--- src/rtl/kernel_window_sequencer.sv ---
// Walks the 3x3 window around a requested centre pixel and feeds each
// pixel/coefficient pair to the MAC accumulator through its clear/start handshake.
module kernel_window_sequencer #(
    parameter int IMG_W = 64,
    parameter int IMG_H = 64,
    parameter int CW    = 8
) (
    input  logic          clk,
    input  logic          n_rst,
    input  logic          go,
    input  logic [CW-1:0] cx,
    input  logic [CW-1:0] cy,
    input  logic          kw_en,
    input  logic [3:0]    kw_idx,
    input  logic [7:0]    kw_data,
    output logic          pix_re,
    output logic [CW-1:0] pix_x,
    output logic [CW-1:0] pix_y,
    input  logic [7:0]    pix_rdata,
    output logic [7:0]    kernel_v,
    output logic [7:0]    pixel_v,
    output logic          acc_clear,
    output logic          acc_start,
    input  logic          acc_ready,
    input  logic          acc_clear_flag,
    input  logic [7:0]    acc_sum,
    output logic          busy,
    output logic          done,
    output logic [7:0]    result
);

    typedef enum logic [2:0] {
        IDLE, CLEAR, CLR_WAIT, ISSUE, LATCH, FIRE, WAIT_RDY, DONE
    } state_t;

    state_t        state, state_nx;
    logic [CW-1:0] cx_q, cy_q;
    logic [3:0]    k;
    logic [7:0]    coef [9];
    logic [1:0]    kr, kc;
    logic [CW+1:0] tx, ty;
    logic          oob;

    // Tap coordinates carry two extra bits so a wrap below zero lands far above
    // IMG_W/IMG_H, folding the negative check into a single unsigned compare.
    always_comb begin
        kr  = 2'(k / 4'd3);
        kc  = 2'(k % 4'd3);
        tx  = {2'b00, cx_q} + (CW+2)'(kc) - (CW+2)'(1);
        ty  = {2'b00, cy_q} + (CW+2)'(kr) - (CW+2)'(1);
        oob = (tx >= (CW+2)'(IMG_W)) || (ty >= (CW+2)'(IMG_H));
    end

    always_ff @(posedge clk or negedge n_rst) begin
        if (!n_rst) state <= IDLE;
        else        state <= state_nx;
    end

    always_comb begin
        state_nx = state;
        case (state)
            IDLE:     if (go) state_nx = CLEAR;
            CLEAR:    state_nx = CLR_WAIT;
            CLR_WAIT: if (acc_clear_flag) state_nx = ISSUE;
            ISSUE:    state_nx = LATCH;
            LATCH:    state_nx = FIRE;
            FIRE:     if (!acc_ready) state_nx = WAIT_RDY;
            WAIT_RDY: if (acc_ready) state_nx = (k == 4'd8) ? DONE : ISSUE;
            DONE:     state_nx = IDLE;
            default:  state_nx = IDLE;
        endcase
    end

    always_comb begin
        busy      = (state != IDLE);
        done      = (state == DONE);
        acc_clear = (state == CLEAR);
        acc_start = (state == FIRE) && !acc_ready;
        pix_re    = (state == ISSUE) && !oob;
        pix_x     = (state == ISSUE) ? tx[CW-1:0] : '0;
        pix_y     = (state == ISSUE) ? ty[CW-1:0] : '0;
    end

    always_ff @(posedge clk or negedge n_rst) begin
        if (!n_rst) begin
            cx_q     <= '0;
            cy_q     <= '0;
            k        <= '0;
            kernel_v <= '0;
            pixel_v  <= '0;
            result   <= '0;
            for (int unsigned i = 0; i < 9; i++) coef[i] <= '0;
        end else begin
            if (state == IDLE) begin
                if (go) begin
                    cx_q <= cx;
                    cy_q <= cy;
                    k    <= '0;
                end
                if (kw_en && kw_idx <= 4'd8) coef[kw_idx] <= kw_data;
            end
            if (state == LATCH) begin
                kernel_v <= coef[k];
                pixel_v  <= oob ? 8'd0 : pix_rdata;
            end
            if (state == WAIT_RDY && acc_ready) begin
                if (k == 4'd8) result <= acc_sum;
                else           k      <= k + 4'd1;
            end
        end
    end

endmodule
--- config.mk ---
export PLATFORM = sky130hd
export DESIGN_NAME = kernel_window_sequencer
export DESIGN_NICKNAME = d
export VERILOG_FILES = /design/src/rtl/kernel_window_sequencer.sv
export SDC_FILE = /design/constraint.sdc
export NUM_CORES = 1
export LEC_CHECK = 0
export ABC_CLOCK_PERIOD_IN_PS = 8100
export CORE_ASPECT_RATIO = 0.7
export CORE_MARGIN = 4
export CORE_UTILIZATION = 50
export CTS_BUF_LIST = sky130_fd_sc_hd__clkbuf_8
export DETAILED_ROUTE_END_ITERATION = 10
export PLACE_DENSITY = 0.76
export SYNTH_ARGS = -nofsm -noshare
export SYNTH_HDL_FRONTEND = slang
export SYNTH_SLANG_ARGS = --single-unit
--- constraint.sdc ---
create_clock -name clk -period 8.1 [get_ports clk]
set_clock_uncertainty 0.1 [all_clocks]
set_input_delay 1.62 -clock clk [delete_from_list [all_inputs] [get_ports clk]]
set_output_delay 1.62 -clock clk [all_outputs]
set_load 0.02 [all_outputs]
==> results.json, run 1 <==
{
  "outcome": "finished clean",
  "grt_usage_pct": 21.4,
  "routabilityCongestion": 0.819,
  "die_x_um": 141,
  "maxCapViolations": 0,
  "cts.clk_slew.worst_paths_ps": 70,
  "stdcell_area_um2": 7660,
  "coreArea_um2": 11900,
  "synth_ff_type": "dfrtp_1",
  "die_h_um": 101,
  "via_per_inst": 5.62,
  "synthTopCellsByArea": "dfrtp_1, mux2_2, mux4_2, ha_1, o21ai_0",
  "synth_fp_nets": 613,
  "layout_common_cells": "dfrtp_1, clkdlybuf4s50_1, mux2_2",
  "final.setup.tns_ps": 0,
  "worst_ep_arrival_time_ps": 5640,
  "wl_per_cell_um": 18.0,
  "cts_inserted_buffers": 17,
  "num_vias": 4499,
  "fin_crit_ps": 7360,
  "start_kind": "register",
  "die-area_um2": 14200,
  "yosysTopAreaCell": "dfrtp_1",
  "drc_errors": 0,
  "synth_edf_count": 0,
  "grt_max_degree": 72,
  "fin_nets": 708,
  "antenna_found_initial": 0,
  "power_leakage_uw": 0.00342,
  "drt.antenna.violating_nets": 0,
  "h-tree-depth": 4,
  "first_pass_iters": 4,
  "crit_fanout": 16,
  "final_common_cell": "dfrtp_1",
  "hold_ws_ps": 381,
  "max_freq_ghz": 0.136,
  "grt_pass1_vias": 4652,
  "worstPathRequired_ps": 6380,
  "crit_type": "reg -> out",
  "rsz0062_at_grt": "false",
  "layout-drive-gt1-share_pct": 22.1,
  "place_hpwl_um": 10200,
  "clkSinkCount": 119,
  "yosys_warnings": 0,
  "std_cell_rows": 33,
  "synth-seq-cells": 119,
  "synth_top_area_share_pct": 48.1,
  "antenna_cells": 0,
  "grt_pass1_wl_um": 23900,
  "relSlewSlack_pct": 37.1,
  "cts_resized": 0,
  "initial_utilization_pct": 52.0,
  "clock-root-buffer": "clkbuf_8",
  "period_share_pct": 90.8,
  "finalSetupViolations": 0,
  "insertion_delay_ps": 430,
  "cts_tree": "built",
  "mappedNetlistArea_um2": 6190,
  "hold_viol": 0,
  "fin_cells": 800,
  "r2r_slack_ps": 3060,
  "syn_inst": 535,
  "area_growth_pct": 23.9,
  "synth.distinct_cells": 49,
  "critPathCaptureType": "primary output",
  "drt_wl_total_um": 14400,
  "first_iter_violations": 235,
  "portBuffers": 94,
  "dp_cells": 767,
  "async_flop_share_pct": 100,
  "dpl-instance-area_um2": 7250,
  "synth_seq_area_share_pct": 48.1,
  "pin_count": 95,
  "hold_path_class": "reg -> reg",
  "powerDensity_nw_per_um2": 373,
  "peakVddDrop_mv": 0.241,
  "drv_slew": 0,
  "syn_avg_cell_area_um2": 11.6,
  "tightest_slew_ps": 936,
  "grt_overflow": 0,
  "clock_path_buffers": 2
}
-- metal layers --
metal	vias to the layer above	GRT usage, %	wire length (µm)
met5	-	0	0
li1	2083	-	-
met3	25	5.03	849
met2	159	32.4	6480
met1	2232	30.5	6860
met4	0	7.74	213
-- cell type report --
class	count	area, µm²
Inverter	36	135
Tap cell	157	196
Multi-Input combinational cell	358	2980
Timing Repair Buffer	98	968
Clock buffer	21	289
Sequential cell	119	2980
Fill cell	897	4230
Clock inverter	11	121
-- through the flow --
step,worst slack (ps),total power (µW),util (%)
detailed placement,881,2300,60.9
global placement,1120,2230,60.9
CTS,399,2870,64.4
finish,745,2860,64.4
floorplan,2050,1900,-
global route,294,3070,64.4
-- timing repair --
item                                    CTS  global route
hold endpoints to repair                  0             0
setup buffers                             0             1
hold buffers                              0             0
endpoints found under the setup margin    0             1
-- kinds of logic (layout without fill, tap and decap cells) --
family                     count (synthesis)  count (layout)  synth area share (%)
AOI/OAI and AO/OA                         83              83                  7.73
xor gates and xnor gates                  12              12                  1.70
adders and majority gates                 29              29                  6.07
buffers and inverters                     58             166                  3.76
DFF                                      119             119                  48.1
muxes                                    106             106                  22.0
and+or+nand+nor                          128             128                  10.6
-- sequential cells by signal, summed over array words and instances (netlist names), named ones only --
| signal | count |
|---|---|
| k | 3 |
| kernel_v | 8 |
| cx_q | 8 |
| state | 3 |
| coef | 72 |
| cy_q | 8 |
| pixel_v | 8 |
| result | 8 |
-- Yosys cell counts, types with 2 or more instances --
cell / n
clkbuf_1: 15
nor2_2: 2
fa_1: 2
nor3_2: 2
a21o_1: 5
o21ai_0: 42
buf_1: 2
o211ai_1: 3
nor4b_1: 2
xnor2_1: 9
dfrtp_1: 119
mux4_2: 16
nor3b_1: 5
or3_1: 3
a311oi_1: 2
ha_1: 26
nand2b_1: 3
nor3_1: 3
nand3b_1: 5
a211oi_1: 5
nand3_1: 3
nor2_1: 31
nor3b_4: 2
nand2_1: 51
mux2i_1: 10
a21oi_1: 19
and3_1: 3
nand4_1: 2
buf_2: 3
nor2b_1: 5
mux2_2: 80
xor2_1: 3
inv_1: 36
-- power breakdown --
group	total (µW)	switching [µW]	internal [µW]
combinational	1360	705	650
sequential	949	128	821
clock	553	247	305
total	2860	1080	1780
-- critical path, cell delays in order (launching register included) --
cell and delay (ps):
dfrtp_1 620, nor2b_1 260, ha_1 210, inv_1 50
ha_1 210, a21boi_0 310, xnor2_1 140, ha_1 190
or2_2 330, mux2i_1 150, ha_1 280, inv_1 40
ha_1 220, fa_1 430, a211oi_1 390, o21ai_0 130
nor3b_1 150, a311oi_1 200, nand4b_1 160, nor2_1 120
clkdlybuf4s50_1 610
-- worst paths after layout --
path / cells past startpoint / start / endpoint
min: 2 / kernel_v[0]$_DFFE_PN0N_ / kernel_v[0]$_DFFE_PN0N_
min reg2reg: 2 / kernel_v[0]$_DFFE_PN0N_ / kernel_v[0]$_DFFE_PN0N_
max in group asynchronous: 2 / n_rst / coef[28]$_DFFE_PN0P_
min in group asynchronous: 1 / n_rst / cx_q[5]$_DFFE_PN0P_
max: 20 / k[2]$_DFF_PN0_ / pix_re
max reg2reg: 20 / k[2]$_DFF_PN0_ / pixel_v[6]$_DFFE_PN0N_
Note: power is estimated with default switching activity, not from simulation.
==> run 2: changes to the inputs <==
- CELL_PAD_IN_SITES_DETAIL_PLACEMENT: default -> 0
- CELL_PAD_IN_SITES_GLOBAL_PLACEMENT: default -> 1
- CORE_UTILIZATION: 50 -> 48
- GPL_ROUTABILITY_DRIVEN: default -> 0
- PLACE_DENSITY: 0.76 -> 0.89
- SLEW_MARGIN: default -> 20
==> run 2 against run 1 <==
Combinational power decreased by 3%; sequential power about the same; cell count up 0.63%; total power fell by 0.95%; global-route usage fell by 1.8 points; final area is 0.16% higher; count of clock-buffer cells in the layout shrank 2; first-iteration DRC count increased by 21%.
==> results.json, run 2 (synthesis results as in run 1) <==
{
  "outcome": "finished clean",
  "coreArea_um2": 12500,
  "dpl-instance-area_um2": 7250,
  "clock_path_buffers": 2,
  "largest_reg_flops": 72,
  "stdcell_area_um2": 7680,
  "cts_hold_buf": 0,
  "power_leakage_uw": 0.00343,
  "clkSinkCount": 119,
  "rsz0062_at_grt": "false",
  "grt_pass1_wl_um": 22600,
  "via_per_inst": 5.39,
  "die-area_um2": 14800,
  "fin_cells": 805,
  "h-tree-depth": 4,
  "hold_path_class": "reg -> reg",
  "cp-endpoint": "pix_re",
  "num_vias": 4336,
  "antenna_found_initial": 0,
  "pre_cts_ws_ps": 809,
  "grt_overflow": 0,
  "crit_top_cell": "ha_1",
  "period_share_pct": 91.5,
  "worstPathRequired_ps": 6380,
  "fin_crit_ps": 7410,
  "postCtsSetupRepairBufs": 0,
  "final_common_cell": "dfrtp_1",
  "crit_type": "reg -> out",
  "layout_common_cells": "dfrtp_1, clkdlybuf4s50_1, mux2_2",
  "antenna_cells": 0,
  "critical_path.max_stage_delay_ps": 640,
  "grt_pass1_vias": 4478,
  "worst_ep_arrival_time_ps": 5690,
  "cts_resized": 0,
  "insertion_delay_ps": 430,
  "nFillCells": 1024,
  "drv_slew": 0,
  "setup_ws_ps": 689,
  "rr_startpoint": "k[2]$_DFF_PN0_",
  "slowest_stage": "dfrtp_1",
  "path_cells": "nor2b_1 > ha_1 > inv_1 > ha_1 > a21boi_0 > xnor2_1 > ha_1 > or2_2 > mux2i_1 > ha_1 > inv_1 > ha_1 > fa_1 > a211oi_1 > o21ai_0 > nor3b_1 > a311oi_1 > nand4b_1 > nor2_1 > clkdlybuf4s50_1",
  "fin_nets": 708,
  "start_kind": "register",
  "grt_max_degree": 63,
  "portBuffers": 94,
  "critPathCaptureType": "primary output",
  "drc_errors": 0,
  "std_cell_rows": 34,
  "layout-drive-gt1-share_pct": 21.8,
  "cts.clk_slew.worst_paths_ps": 70,
  "cts_tree": "built",
  "final.setup.tns_ps": 0,
  "wl_per_cell_um": 17.0,
  "largest-register": "coef",
  "first_pass_iters": 4,
  "drt.antenna.violating_nets": 0,
  "first_iter_violations": 285,
  "cts_inserted_buffers": 17,
  "r2r_end": "pixel_v[2]$_DFFE_PN0N_",
  "place_hpwl_um": 9770,
  "peakVddDrop_mv": 0.135,
  "critPathLaunch": "k[2]$_DFF_PN0_",
  "relSlewSlack_pct": 25.1,
  "max_freq_ghz": 0.135,
  "grt_usage_pct": 19.6,
  "clock-root-buffer": "clkbuf_8",
  "finalSetupViolations": 0,
  "crit_fanout": 16,
  "die_x_um": 144,
  "pin_count": 95,
  "drt_wl_total_um": 13700,
  "dp_cells": 772,
  "powerDensity_nw_per_um2": 369,
  "ff2ff_path_depth": 20,
  "maxCapViolations": 0,
  "die_h_um": 103,
  "initial_utilization_pct": 49.5,
  "r2r_slack_ps": 3010,
  "area_growth_pct": 24.1,
  "hold_viol": 0,
  "hold_start": "kernel_v[4]$_DFFE_PN0N_",
  "tightest_slew_ps": 1110
}
==> run 2: critical path, delay by kind of cell, from the launching register on <==
kind,cells,cell delay [ps]
fa+ha+maj,6,1510
flops,1,640
compound gates,4,1100
xor+xnor,1,150
simple gates,5,1020
buf+inv,3,700
mux,1,130
==> run 2: where the power goes <==
part	switching (µW)	internal (µW)
clock network	243	318
logic	673	648
registers	126	821
total	1040	1790
==> run 2: per-layer routing <==
layer	wire (µm)	part of all wire (%)	track usage, %
met5	0	0	0
met4	145	1.1	6.51
met3	769	5.6	4.40
met2	6250	46	31.0
met1	6550	48	27.2
==> run 2: final cells by class <==
type / count / area [µm²] / share of cell area (%)
tap: 162 / 203 / 2.64
multi-input combinational: 358 / 2980 / 38.8
clock buffer: 19 / 262 / 3.41
sequential: 119 / 2980 / 38.8
clock inverter: 13 / 155 / 2.02
inverter: 36 / 135 / 1.76
timing repair buffer: 98 / 968 / 12.6
==> run 2: worst min path at each step <==
stage,to,cells after the start
after global placement,kernel_v[6]$_DFFE_PN0N_,2
after detailed placement,kernel_v[4]$_DFFE_PN0N_,2
after CTS,kernel_v[4]$_DFFE_PN0N_,2
final,kernel_v[4]$_DFFE_PN0N_,2
after global routing,kernel_v[4]$_DFFE_PN0N_,2
after floorplan,coef[48]$_DFFE_PN0P_,1
==> run 2: per-stage QoR <==
step	hold slack [ps]	utilization (%)	total power (µW)
finish	389	61.4	2830
global route	404	61.4	3050
CTS	390	61.3	2850
detailed placement	375	58.0	2280
global placement	366	58.0	2230
floorplan	374	-	1900
==> run 3: changes to the inputs <==
- CTS_CLUSTER_SIZE: default -> 10
- GPL_ROUTABILITY_DRIVEN: 0 -> default
==> results of run 3 <==
Same layout as run 2: the final DEF is identical, and so are final timing and power.
